===== config.mk =====
export PLATFORM = sky130hd
export DESIGN_NAME = dmem_port_arbiter
export DESIGN_NICKNAME = d
export VERILOG_FILES = /design/src/rtl/dmem_port_arbiter.sv
export SDC_FILE = /design/constraint.sdc
export NUM_CORES = 1
export LEC_CHECK = 0
export BUFFER_PORTS_ARGS = -buffer_cell sky130_fd_sc_hd__buf_2
export CAP_MARGIN = 25
export CORE_AREA = 5 5 106 108
export CTS_BUF_LIST = sky130_fd_sc_hd__clkbuf_8
export CTS_CLUSTER_SIZE = 30
export DETAILED_ROUTE_END_ITERATION = 12
export DIE_AREA = 0 0 111 113
export SLEW_MARGIN = 20
export SYNTH_ARGS = -nofsm -noshare
export SYNTH_HDL_FRONTEND = slang
export SYNTH_SLANG_ARGS = --single-unit

===== constraint.sdc =====
create_clock -name clk_i -period 1.8 [get_ports clk_i]
set_input_delay 0.27 -clock clk_i [delete_from_list [all_inputs] [get_ports clk_i]]
set_output_delay 0.27 -clock clk_i [all_outputs]
set_load 0.01 [all_outputs]

===== src/rtl/dmem_port_arbiter.sv =====
// Purpose: share the single-port data RAM between the core M-stage port and one external master.
// Latency: ext grant in the request cycle when the core is idle, else within MAX_WAIT cycles; ack one cycle after grant.
// Backpressure: the core has priority; an external request that waits MAX_WAIT cycles stalls the core for exactly one cycle.
//
// Ports:
//   clk_i, rst_i                      clock, synchronous active-low reset
//   cpu_addr_i/wdata_i/we_i/re_i      core data port (byte address, word bits [ADDR_W+1:2] used)
//   cpu_rdata_o, cpu_stall_o          RAM read data to the core, one-cycle freeze request
//   ext_req_i/we_i/addr_i/wdata_i     external request, fields held until ext_gnt_o
//   ext_gnt_o, ext_ack_o, ext_rdata_o grant (comb), ack pulse and captured read data (registered)
//   ram_a_o/ram_d_o/ram_we_o/ram_spo_i  RAM port (async read, sync write)
//   perf_stall_cnt_o, perf_ext_cnt_o  16-bit event counters, built only with DMEM_ARB_PERF_EN
//                                     defined; otherwise tied to zero.
module dmem_port_arbiter #(
  parameter int ADDR_W   = 8,
  parameter int DATA_W   = 32,
  parameter int MAX_WAIT = 4
) (
  input  logic              clk_i,
  input  logic              rst_i,
  input  logic [31:0]       cpu_addr_i,
  input  logic [DATA_W-1:0] cpu_wdata_i,
  input  logic              cpu_we_i,
  input  logic              cpu_re_i,
  output logic [DATA_W-1:0] cpu_rdata_o,
  output logic              cpu_stall_o,
  input  logic              ext_req_i,
  input  logic              ext_we_i,
  input  logic [ADDR_W-1:0] ext_addr_i,
  input  logic [DATA_W-1:0] ext_wdata_i,
  output logic              ext_gnt_o,
  output logic              ext_ack_o,
  output logic [DATA_W-1:0] ext_rdata_o,
  output logic [ADDR_W-1:0] ram_a_o,
  output logic [DATA_W-1:0] ram_d_o,
  output logic              ram_we_o,
  input  logic [DATA_W-1:0] ram_spo_i,
  output logic [15:0]       perf_stall_cnt_o,
  output logic [15:0]       perf_ext_cnt_o
);

  // A zero-width counter is not legal, so MAX_WAIT=0 still gets one bit.
  localparam int CNT_W = (MAX_WAIT < 1) ? 1 : $clog2(MAX_WAIT + 1);
  localparam logic [CNT_W-1:0] MAX_CNT = CNT_W'(MAX_WAIT);

  typedef enum logic [1:0] {
    S_IDLE = 2'd0,
    S_WAIT = 2'd1,
    S_ACK  = 2'd2
  } state_t;

  state_t           state, state_nxt;
  logic [CNT_W-1:0] wait_cnt, wait_nxt;
  logic             cpu_active;
  logic             grant_ok;

  // Byte-offset and high address bits of the core address never reach the RAM.
  logic unused_cpu_addr;
  assign unused_cpu_addr = ^{cpu_addr_i[31:ADDR_W+2], cpu_addr_i[1:0]};

  always_comb begin
    cpu_active = cpu_we_i | cpu_re_i;
    // Folding rst_i in here keeps grant, stall and the external write quiet during reset.
    grant_ok   = rst_i & ext_req_i & (state != S_ACK) &
                 (~cpu_active | (wait_cnt == MAX_CNT));

    state_nxt  = state;
    wait_nxt   = wait_cnt;
    case (state)
      S_IDLE: begin
        if (grant_ok) begin
          state_nxt = S_ACK;
        end else if (ext_req_i) begin
          state_nxt = S_WAIT;
          wait_nxt  = CNT_W'(1);
        end
      end
      S_WAIT: begin
        if (grant_ok) begin
          state_nxt = S_ACK;
          wait_nxt  = '0;
        end else if (!ext_req_i) begin
          state_nxt = S_IDLE;
          wait_nxt  = '0;
        end else if (wait_cnt != MAX_CNT) begin
          wait_nxt  = wait_cnt + CNT_W'(1);
        end
      end
      S_ACK: begin
        // No grant here: a request still high is treated as new from S_IDLE.
        state_nxt = S_IDLE;
      end
      default: begin
        state_nxt = S_IDLE;
        wait_nxt  = '0;
      end
    endcase

    ext_gnt_o   = grant_ok;
    cpu_stall_o = grant_ok & cpu_active;
    ext_ack_o   = (state == S_ACK);
    cpu_rdata_o = ram_spo_i;

    // A stalled core write is masked simply because the mux hands the port to ext.
    if (grant_ok) begin
      ram_a_o  = ext_addr_i;
      ram_d_o  = ext_wdata_i;
      ram_we_o = ext_we_i;
    end else begin
      ram_a_o  = cpu_addr_i[ADDR_W+1:2];
      ram_d_o  = cpu_wdata_i;
      ram_we_o = rst_i & cpu_we_i;
    end
  end

  always_ff @(posedge clk_i) begin
    if (!rst_i) begin
      state       <= S_IDLE;
      wait_cnt    <= '0;
      ext_rdata_o <= '0;
    end else begin
      state    <= state_nxt;
      wait_cnt <= wait_nxt;
      // Old RAM contents at the grant edge, so a write returns the overwritten word.
      if (grant_ok) begin
        ext_rdata_o <= ram_spo_i;
      end
    end
  end

`ifdef DMEM_ARB_PERF_EN
  logic [15:0] stall_cnt;
  logic [15:0] ext_cnt;

  always_ff @(posedge clk_i) begin
    if (!rst_i) begin
      stall_cnt <= '0;
      ext_cnt   <= '0;
    end else begin
      if (cpu_stall_o) stall_cnt <= stall_cnt + 16'd1;
      if (ext_ack_o)   ext_cnt   <= ext_cnt + 16'd1;
    end
  end

  assign perf_stall_cnt_o = stall_cnt;
  assign perf_ext_cnt_o   = ext_cnt;
`else
  assign perf_stall_cnt_o = '0;
  assign perf_ext_cnt_o   = '0;
`endif

endmodule


==> results.sh, run 1 <==
export IMPL_status="complete, but fails checks"
export IMPL_violations="negative setup slack"
export IMPL_wl_met3_um=990
export IMPL_r2r_cells=8
export IMPL_cts_tree="built"
export IMPL_p_comb_share_pct=32.6
export IMPL_cp_slowest_stage_delay_ps=320
export IMPL_setup_tns_ps=-6950
export IMPL_vias_per_cell=4.26
export IMPL_p_leak_nw=2.19
export IMPL_drt_met1_wl_mm=4.03
export IMPL_port_buffers=225
export IMPL_drtAntennaViolNets=0
export IMPL_timing_fmax_mhz=502
export IMPL_ys_seq_elements=37
export IMPL_min_period_over_period_pct=111
export IMPL_cts_buffers=5
export IMPL_fin_worst_skew_ps=7.46
export IMPL_die_w_um=111
export IMPL_hold_buffers=0
export IMPL_drc_errors=0
export IMPL_drt_total_wl_mm=10.5
export IMPL_drive_above_1_share_pct=54.9
export IMPL_synth_simple_area_share_pct=31.9
export IMPL_synthDominantCellAreaShare_pct=30.2
export IMPL_final_nets=719
export IMPL_dieArea_mm2=0.0125
export IMPL_ys_warnings_count=0
export IMPL_h_tree_depth=2
export IMPL_place_congestion=0.855
export IMPL_cts_root_buf="clkbuf_8"
export IMPL_start_util_pct=24.2
export IMPL_hold_class="input pin to register"
export IMPL_synth_compound_area_share_pct=10.4
export IMPL_rsz0062_at_grt="yes"
export IMPL_seq_power_share_pct=40.7
export IMPL_ys_seq_area_share_pct=30.2
export IMPL_worst_setup_path_start_kind="register"
export IMPL_crit_chain="inv_2 -> ha_4 -> o2bb2ai_4 -> nand4b_4 -> buf_12 -> buf_16 -> nand2_1 -> nand2_2 -> buf_6"
export IMPL_drv_cap=0
export IMPL_p_int_mw=1.43
export IMPL_switching_share_pct=31.4
export IMPL_power_density_mw_per_mm2=510
export IMPL_syn_to_final_growth_pct=67.2
export IMPL_crit_type="register to output port"
export IMPL_end_kind="output port"
export IMPL_num_io_pins=282
export IMPL_grt_pass1_wl_mm=14.7
export IMPL_antenna_found_initial=0
export IMPL_clkPwrFrac_pct=26.7
export IMPL_synth_area_per_cell_um2=6.64
export IMPL_fp_dieH_um=113
export IMPL_preCtsSetupSlack_ps=6.14
export IMPL_worstPathArrival_ps=1720
export IMPL_reg2reg_from="wait_cnt[0]$_SDFFE_PN0P_"
export IMPL_r2r_setup_slack_ps=20
export IMPL_finalPower_mw=2.09
export IMPL_setup_violations=43
export IMPL_hold_depth=3
export IMPL_synth_fa_ha_area_share_pct=1.02
export IMPL_min_period_ps=1990
export IMPL_cp_required_ps=1530
export IMPL_clkSinkCount=37
export IMPL_clock_path_buffers=2
export IMPL_synth_area_top_cells="dfxtp_1 (30%), nand2_1 (28%), buf_4 (20%)"
export IMPL_met2_length_mm=5.24
export IMPL_rows=37
export IMPL_globalRouteTotalUtil_pct=14.5
export IMPL_overflow=0
export IMPL_hpwl_mm=7.58
export IMPL_ir_drop_mv=0.302
export IMPL_grt_pass1_vias=2852
export IMPL_synth_xor_area_share_pct=0
export IMPL_diodes=0
export IMPL_ys_types=27
export IMPL_r2r_end="wait_cnt[2]$_SDFFE_PN0P_"
export IMPL_yosys_area_top_type="dfxtp_1"
export IMPL_insertion_delay_ps=290
export IMPL_fill_cells=1092
export IMPL_clk_pin_slew_worst_paths_ps=80
export IMPL_core_area_mm2=0.0101
export IMPL_holdCritStartpoint="ram_spo_i[4]"
export IMPL_drt_initial_drc_count=213
export IMPL_worstHoldEndpoint="ext_rdata_o[4]$_SDFFE_PN0P_"
export IMPL_syn_area_mm2=0.00245
export IMPL_final_area_mm2=0.00410
export IMPL_vias=3036
export IMPL_fin_ws_ps=-191
export IMPL_avgRoutedWirePerCell_um=14.7
export IMPL_top_layer="met4"
export IMPL_crit_fanout=8
export IMPL_placed_cell_area_mm2=0.00335
export IMPL_synth_top_family_by_area="simple AND/OR/NAND/NOR gates"
export IMPL_syn_inst=369
export IMPL_grt_max_degree=23
export IMPL_p_sw_mw=0.656
export IMPL_synth_mux_area_fraction_pct=0
export IMPL_finalMaxSlewViolations=0
export IMPL_hold_violations=0
export IMPL_first_pass_iters=4
export IMPL_critPathSlowestCell="dfxtp_2"
## worst max-delay path by stage
stage	from	to	slack [ps]	cells after the start
floorplan	wait_cnt[0]$_SDFFE_PN0P_	ram_a_o[1]	190	9
global placement	wait_cnt[0]$_SDFFE_PN0P_	ram_d_o[12]	30	9
detailed placement	wait_cnt[0]$_SDFFE_PN0P_	ram_d_o[12]	6	9
CTS	wait_cnt[1]$_SDFFE_PN0P_	ram_d_o[25]	-190	9
global route	wait_cnt[0]$_SDFFE_PN0P_	ram_d_o[10]	-280	9
finish	wait_cnt[0]$_SDFFE_PN0P_	ram_d_o[10]	-190	9
## metal layers
layer | GRT usage, % | up-vias
li1 | - | 1472
met1 | 16.5 | 1361
met2 | 26.1 | 186
met3 | 4.76 | 17
met4 | 3.53 | 0
met5 | 0 | -
## repair_timing
item | 4_1_cts | 5_1_grt
pin swaps | 2 | 17
gates cloned | 5 | 4
resized for setup | 38 | 63
hold endpoints to repair | 0 | 0
buffers inserted | 6 | 4
endpoints found under the setup margin | 43 | 44
## state kept, by name, indices dropped and copies added (netlist names)
name	flops
state	2
wait_cnt	3
ext_rdata_o	32
## critical path, delay by kind of cell, from the launching register on
family                   cells  cell delay (ps)
AND/OR/NAND/NOR              3              320
buffers and inverters        4              540
flip-flops                   1              320
AO/OA/AOI/OAI                1              120
adder cells (fa/ha/maj)      1              140
## power groups by stage
stage          clock (mW)  sequential [mW]  combinational (mW)
2_1_floorplan           0            0.874               0.333
3_3_place_gp            0            0.867               0.531
3_5_place_dp            0            0.868               0.532
4_1_cts             0.592            0.849               0.602
5_1_grt             0.630            0.851               0.739
6_report            0.557            0.849               0.681
## layout by cell type (no fill, tap or decap), drive strengths merged, types with 2 or more instances in the layout
cell type and n:
buf 248, nand2 186, dfxtp 37, a21oi 32, conb 32, clkbuf 9
inv 7, nor2 4, nand4b 3, o41ai 2, ha 2
## per-stage QoR
step	util (%)	cells	hold WS [ps]
finish	40.4	712	227
global route	40.4	712	213
floorplan	-	400	406
global placement	33.0	687	439
CTS	36.8	704	214
detailed placement	33.0	687	447
## area by class of cell
type / instances / area, um2 / area share, %
Timing Repair Buffer: 253 / 1710 / 41.8
Multi-Input combinational cell: 272 / 1360 / 33.2
Sequential cell: 37 / 743 / 18.1
Tap cell: 136 / 170 / 4.16
Clock buffer: 5 / 68.8 / 1.68
Inverter: 6 / 27.5 / 0.672
Clock inverter: 3 / 15.0 / 0.367
## cells in the mapped netlist
| master | count |
|---|---|
| o31ai_1 | 1 |
| nor2_1 | 4 |
| a211o_1 | 1 |
| nand4b_4 | 1 |
| nand4_1 | 1 |
| inv_1 | 4 |
| a31oi_1 | 1 |
| inv_2 | 1 |
| o2111ai_1 | 1 |
| nand3_1 | 1 |
| clkinv_1 | 1 |
| buf_2 | 11 |
| o41ai_1 | 2 |
| o2bb2ai_4 | 1 |
| a211oi_2 | 1 |
| buf_6 | 6 |
| o21ai_1 | 1 |
| dfxtp_1 | 37 |
| ha_1 | 2 |
| a21oi_1 | 32 |
| buf_4 | 65 |
| nand2_1 | 186 |
| conb_1 | 1 |
| nor2b_2 | 1 |
| clkbuf_1 | 3 |
| nand4b_1 | 2 |
| nand3b_1 | 1 |
## kinds of logic after synthesis
| logic type | count (synthesis) |
|---|---|
| AO/OA/AOI/OAI | 41 |
| adder cells (fa/ha/maj) | 2 |
| buffers and inverters | 91 |
| flip-flops | 37 |
| other | 1 |
| AND/OR/NAND/NOR | 197 |
(Power assumes the default switching activity.)
==> inputs of run 2 (changes only) <==
- ABC_AREA: not set -> 1
==> run 2 against run 1 <==
Net effect: the run still ends with negative setup slack left; critical path type unchanged; worst setup slack better by 39 ps; via count up 2.1%; final area is 3.8% higher; power grew 13%; synthesized cell count grew 6.0%; first-iteration DRC count fell by 49%; highest routed layer unchanged; combinational power is 6.9% higher; die area stayed put; largest cell class unchanged; largest power group unchanged; non-clock buffer count is the same; area after synthesis is 0.15% lower; wire length rose by 3.4%; clock-buffer cell count rose by 1.
==> results.sh, run 2 <==
export IMPL_async_flop_share_pct=0
export IMPL_port_buffers=225
export IMPL_final_area_mm2=0.00425
export IMPL_fp_dieH_um=113
export IMPL_yosys_area_top_type="dfxtp_1"
export IMPL_cts_root_buf="clkbuf_8"
export IMPL_worstHoldEndpoint="ext_rdata_o[20]$_SDFFE_PN0P_"
export IMPL_ys_warnings_count=0
export IMPL_violations="negative setup slack"
export IMPL_hold_violations=0
export IMPL_hold_class="input pin to register"
export IMPL_cp_required_ps=1530
export IMPL_start_util_pct=24.1
export IMPL_core_area_mm2=0.0101
export IMPL_ys_seq_elements=37
export IMPL_synth_flop_cell="dfxtp_1"
export IMPL_syn_to_final_growth_pct=73.7
export IMPL_fin_hold_ws_ps=237
export IMPL_worst_setup_path_start_kind="register"
export IMPL_min_period_ps=1950
export IMPL_synth_most_common_cell="nand2_1"
export IMPL_fin_worst_skew_ps=5.16
export IMPL_clkSinkCount=37
export IMPL_reg_top3="ext_rdata_o: 32 flops, wait_cnt: 3 flops, state: 2 flops"
export IMPL_layout_common_cells="buf_2 (212), nand2_1 (79), nor2_1 (75)"
export IMPL_post_route_util_pct=41.9
export IMPL_ys_types=19
export IMPL_r2r_cells=13
export IMPL_first_pass_iters=4
export IMPL_drt_initial_drc_count=109
export IMPL_die_w_um=111
export IMPL_status="complete, but fails checks"
export IMPL_avgRoutedWirePerCell_um=14.7
export IMPL_clk_pin_slew_worst_paths_ps=80
export IMPL_vias=3099
export IMPL_antenna_found_initial=1
export IMPL_rsz0062_at_grt="yes"
export IMPL_power_density_mw_per_mm2=556
export IMPL_ys_seq_area_share_pct=30.3
export IMPL_fin_ws_ps=-152
export IMPL_r2r_setup_slack_ps=50
export IMPL_num_io_pins=282
export IMPL_crit_type="register to output port"
export IMPL_clock_path_buffers=2
export IMPL_grt_max_degree=37
export IMPL_largest_reg_flops=32
export IMPL_min_period_over_period_pct=108
export IMPL_crit_chain="inv_2 -> ha_4 -> nand2_4 -> o21ai_4 -> nand2_8 -> buf_12 -> buf_16 -> nand2_2 -> nand2_2 -> buf_6"
export IMPL_synth_area_top_cells="dfxtp_1 (30%), buf_4 (21%), nand2_1 (21%)"
export IMPL_globalRouteTotalUtil_pct=13.8
export IMPL_preCtsSetupSlack_ps=86.8
export IMPL_drtAntennaViolNets=0
export IMPL_drv_cap=0
export IMPL_insertion_delay_ps=290
export IMPL_cp_slowest_stage_delay_ps=330
export IMPL_h_tree_depth=2
export IMPL_setup_tns_ps=-4710
export IMPL_ys_top_cells_by_count="nand2_1 (136), nor2_1 (75), buf_4 (69), dfxtp_1 (37), o21ai_0 (32)"
export IMPL_cts_buffers=5
export IMPL_finalMaxSlewViolations=0
export IMPL_crit_top_cell="nand2_2"
export IMPL_top_register="ext_rdata_o"
export IMPL_grt_pass1_wl_mm=14.1
export IMPL_timing_fmax_mhz=512
export IMPL_final_nets=743
export IMPL_p_leak_nw=2.40
export IMPL_drc_errors=0
export IMPL_setup_violations=42
export IMPL_reg2reg_from="wait_cnt[1]$_SDFFE_PN0P_"
export IMPL_critPathSlowestCell="dfxtp_2"
export IMPL_hpwl_mm=6.84
export IMPL_synthDominantCellAreaShare_pct=30.3
export IMPL_crit_fanout=7
export IMPL_dieArea_mm2=0.0125
export IMPL_grt_pass1_vias=2905
export IMPL_cts_tree="built"
export IMPL_r2r_end="wait_cnt[0]$_SDFFE_PN0P_"
export IMPL_place_congestion=0.811
export IMPL_syn_area_mm2=0.00245
export IMPL_drive_above_1_share_pct=55.5
export IMPL_ir_drop_mv=0.343
export IMPL_hold_buffers=0
export IMPL_vias_per_cell=4.21
export IMPL_syn_inst=391
export IMPL_overflow=0
export IMPL_worstPathArrival_ps=1680
export IMPL_drt_total_wl_mm=10.8
export IMPL_holdCritStartpoint="ram_spo_i[20]"
export IMPL_placed_cell_area_mm2=0.00334
export IMPL_end_kind="output port"
export IMPL_final_common_cell="buf_2"
export IMPL_hold_depth=3
export IMPL_diodes=0
export IMPL_synth_edf_count=0
export IMPL_rows=37
export IMPL_synth_area_per_cell_um2=6.26
run 2: area by class of cell:
cell class | instances | area [um2]
clock inverter | 2 | 33.8
fill | 1062 | 5890
timing repair buffer | 253 | 1680
tap | 136 | 170
multi-input combinational | 291 | 1480
clock buffer | 6 | 82.6
sequential | 37 | 743
timing repair inverter | 1 | 8.76
inverter | 10 | 50.0
run 2: timing repair:
action                                  CTS  global route
pin swaps                                 3            12
gates resized for setup                  27            91
gates cloned                              5             7
endpoints found under the setup margin   42            45
buffers inserted                          6             4
run 2: logic make-up (layout without fill, tap and decap cells):
family / Yosys count / in the layout / synth area share (%)
other: 1 / 32 / 0.153
AOI/OAI and AO/OA: 37 / 37 / 7.72
adders and majority gates: 2 / 2 / 1.02
buffers and inverters: 94 / 272 / 26.5
DFF: 37 / 37 / 30.3
and+or+nand+nor: 220 / 220 / 34.3
run 2: per-stage QoR:
stage / std cells / power (mW)
final: 736 / 2.36
after floorplan: 422 / 1.25
after detailed placement: 706 / 1.45
after global placement: 706 / 1.44
after CTS: 725 / 2.29
after global routing: 736 / 2.52
run 2: layer usage:
metal	track usage, %	wire (um)	part of all wire [%]
met1	15.6	4110	38
met2	24.8	5580	52
met3	3.85	889	8.2
met4	5.09	234	2.2
met5	0	0	0
run 2: worst max path at each step:
| stage | start | endpoint | depth (start not counted) |
|---|---|---|---|
| floorplan | wait_cnt[0]$_SDFFE_PN0P_ | ram_a_o[1] | 9 |
| global placement | wait_cnt[1]$_SDFFE_PN0P_ | wait_cnt[0]$_SDFFE_PN0P_ | 11 |
| detailed placement | wait_cnt[1]$_SDFFE_PN0P_ | wait_cnt[0]$_SDFFE_PN0P_ | 11 |
| CTS | wait_cnt[0]$_SDFFE_PN0P_ | ram_d_o[22] | 10 |
| global route | wait_cnt[0]$_SDFFE_PN0P_ | ram_d_o[23] | 10 |
| finish | wait_cnt[1]$_SDFFE_PN0P_ | ram_d_o[13] | 10 |
run 2: power breakdown:
part / switching, mW / internal [mW]
combinational: 0.387 / 0.342
clock: 0.322 / 0.447
sequential: 0.0159 / 0.850
total: 0.725 / 1.64
run 2: worst max-delay path, delay by kind of cell, from the launching register on:
| family | cells | cell delay, ps |
|---|---|---|
| flip-flops | 1 | 330 |
| adder cells (fa/ha/maj) | 1 | 140 |
| buffers and inverters | 4 | 500 |
| AND/OR/NAND/NOR | 4 | 320 |
| AO/OA/AOI/OAI | 1 | 100 |
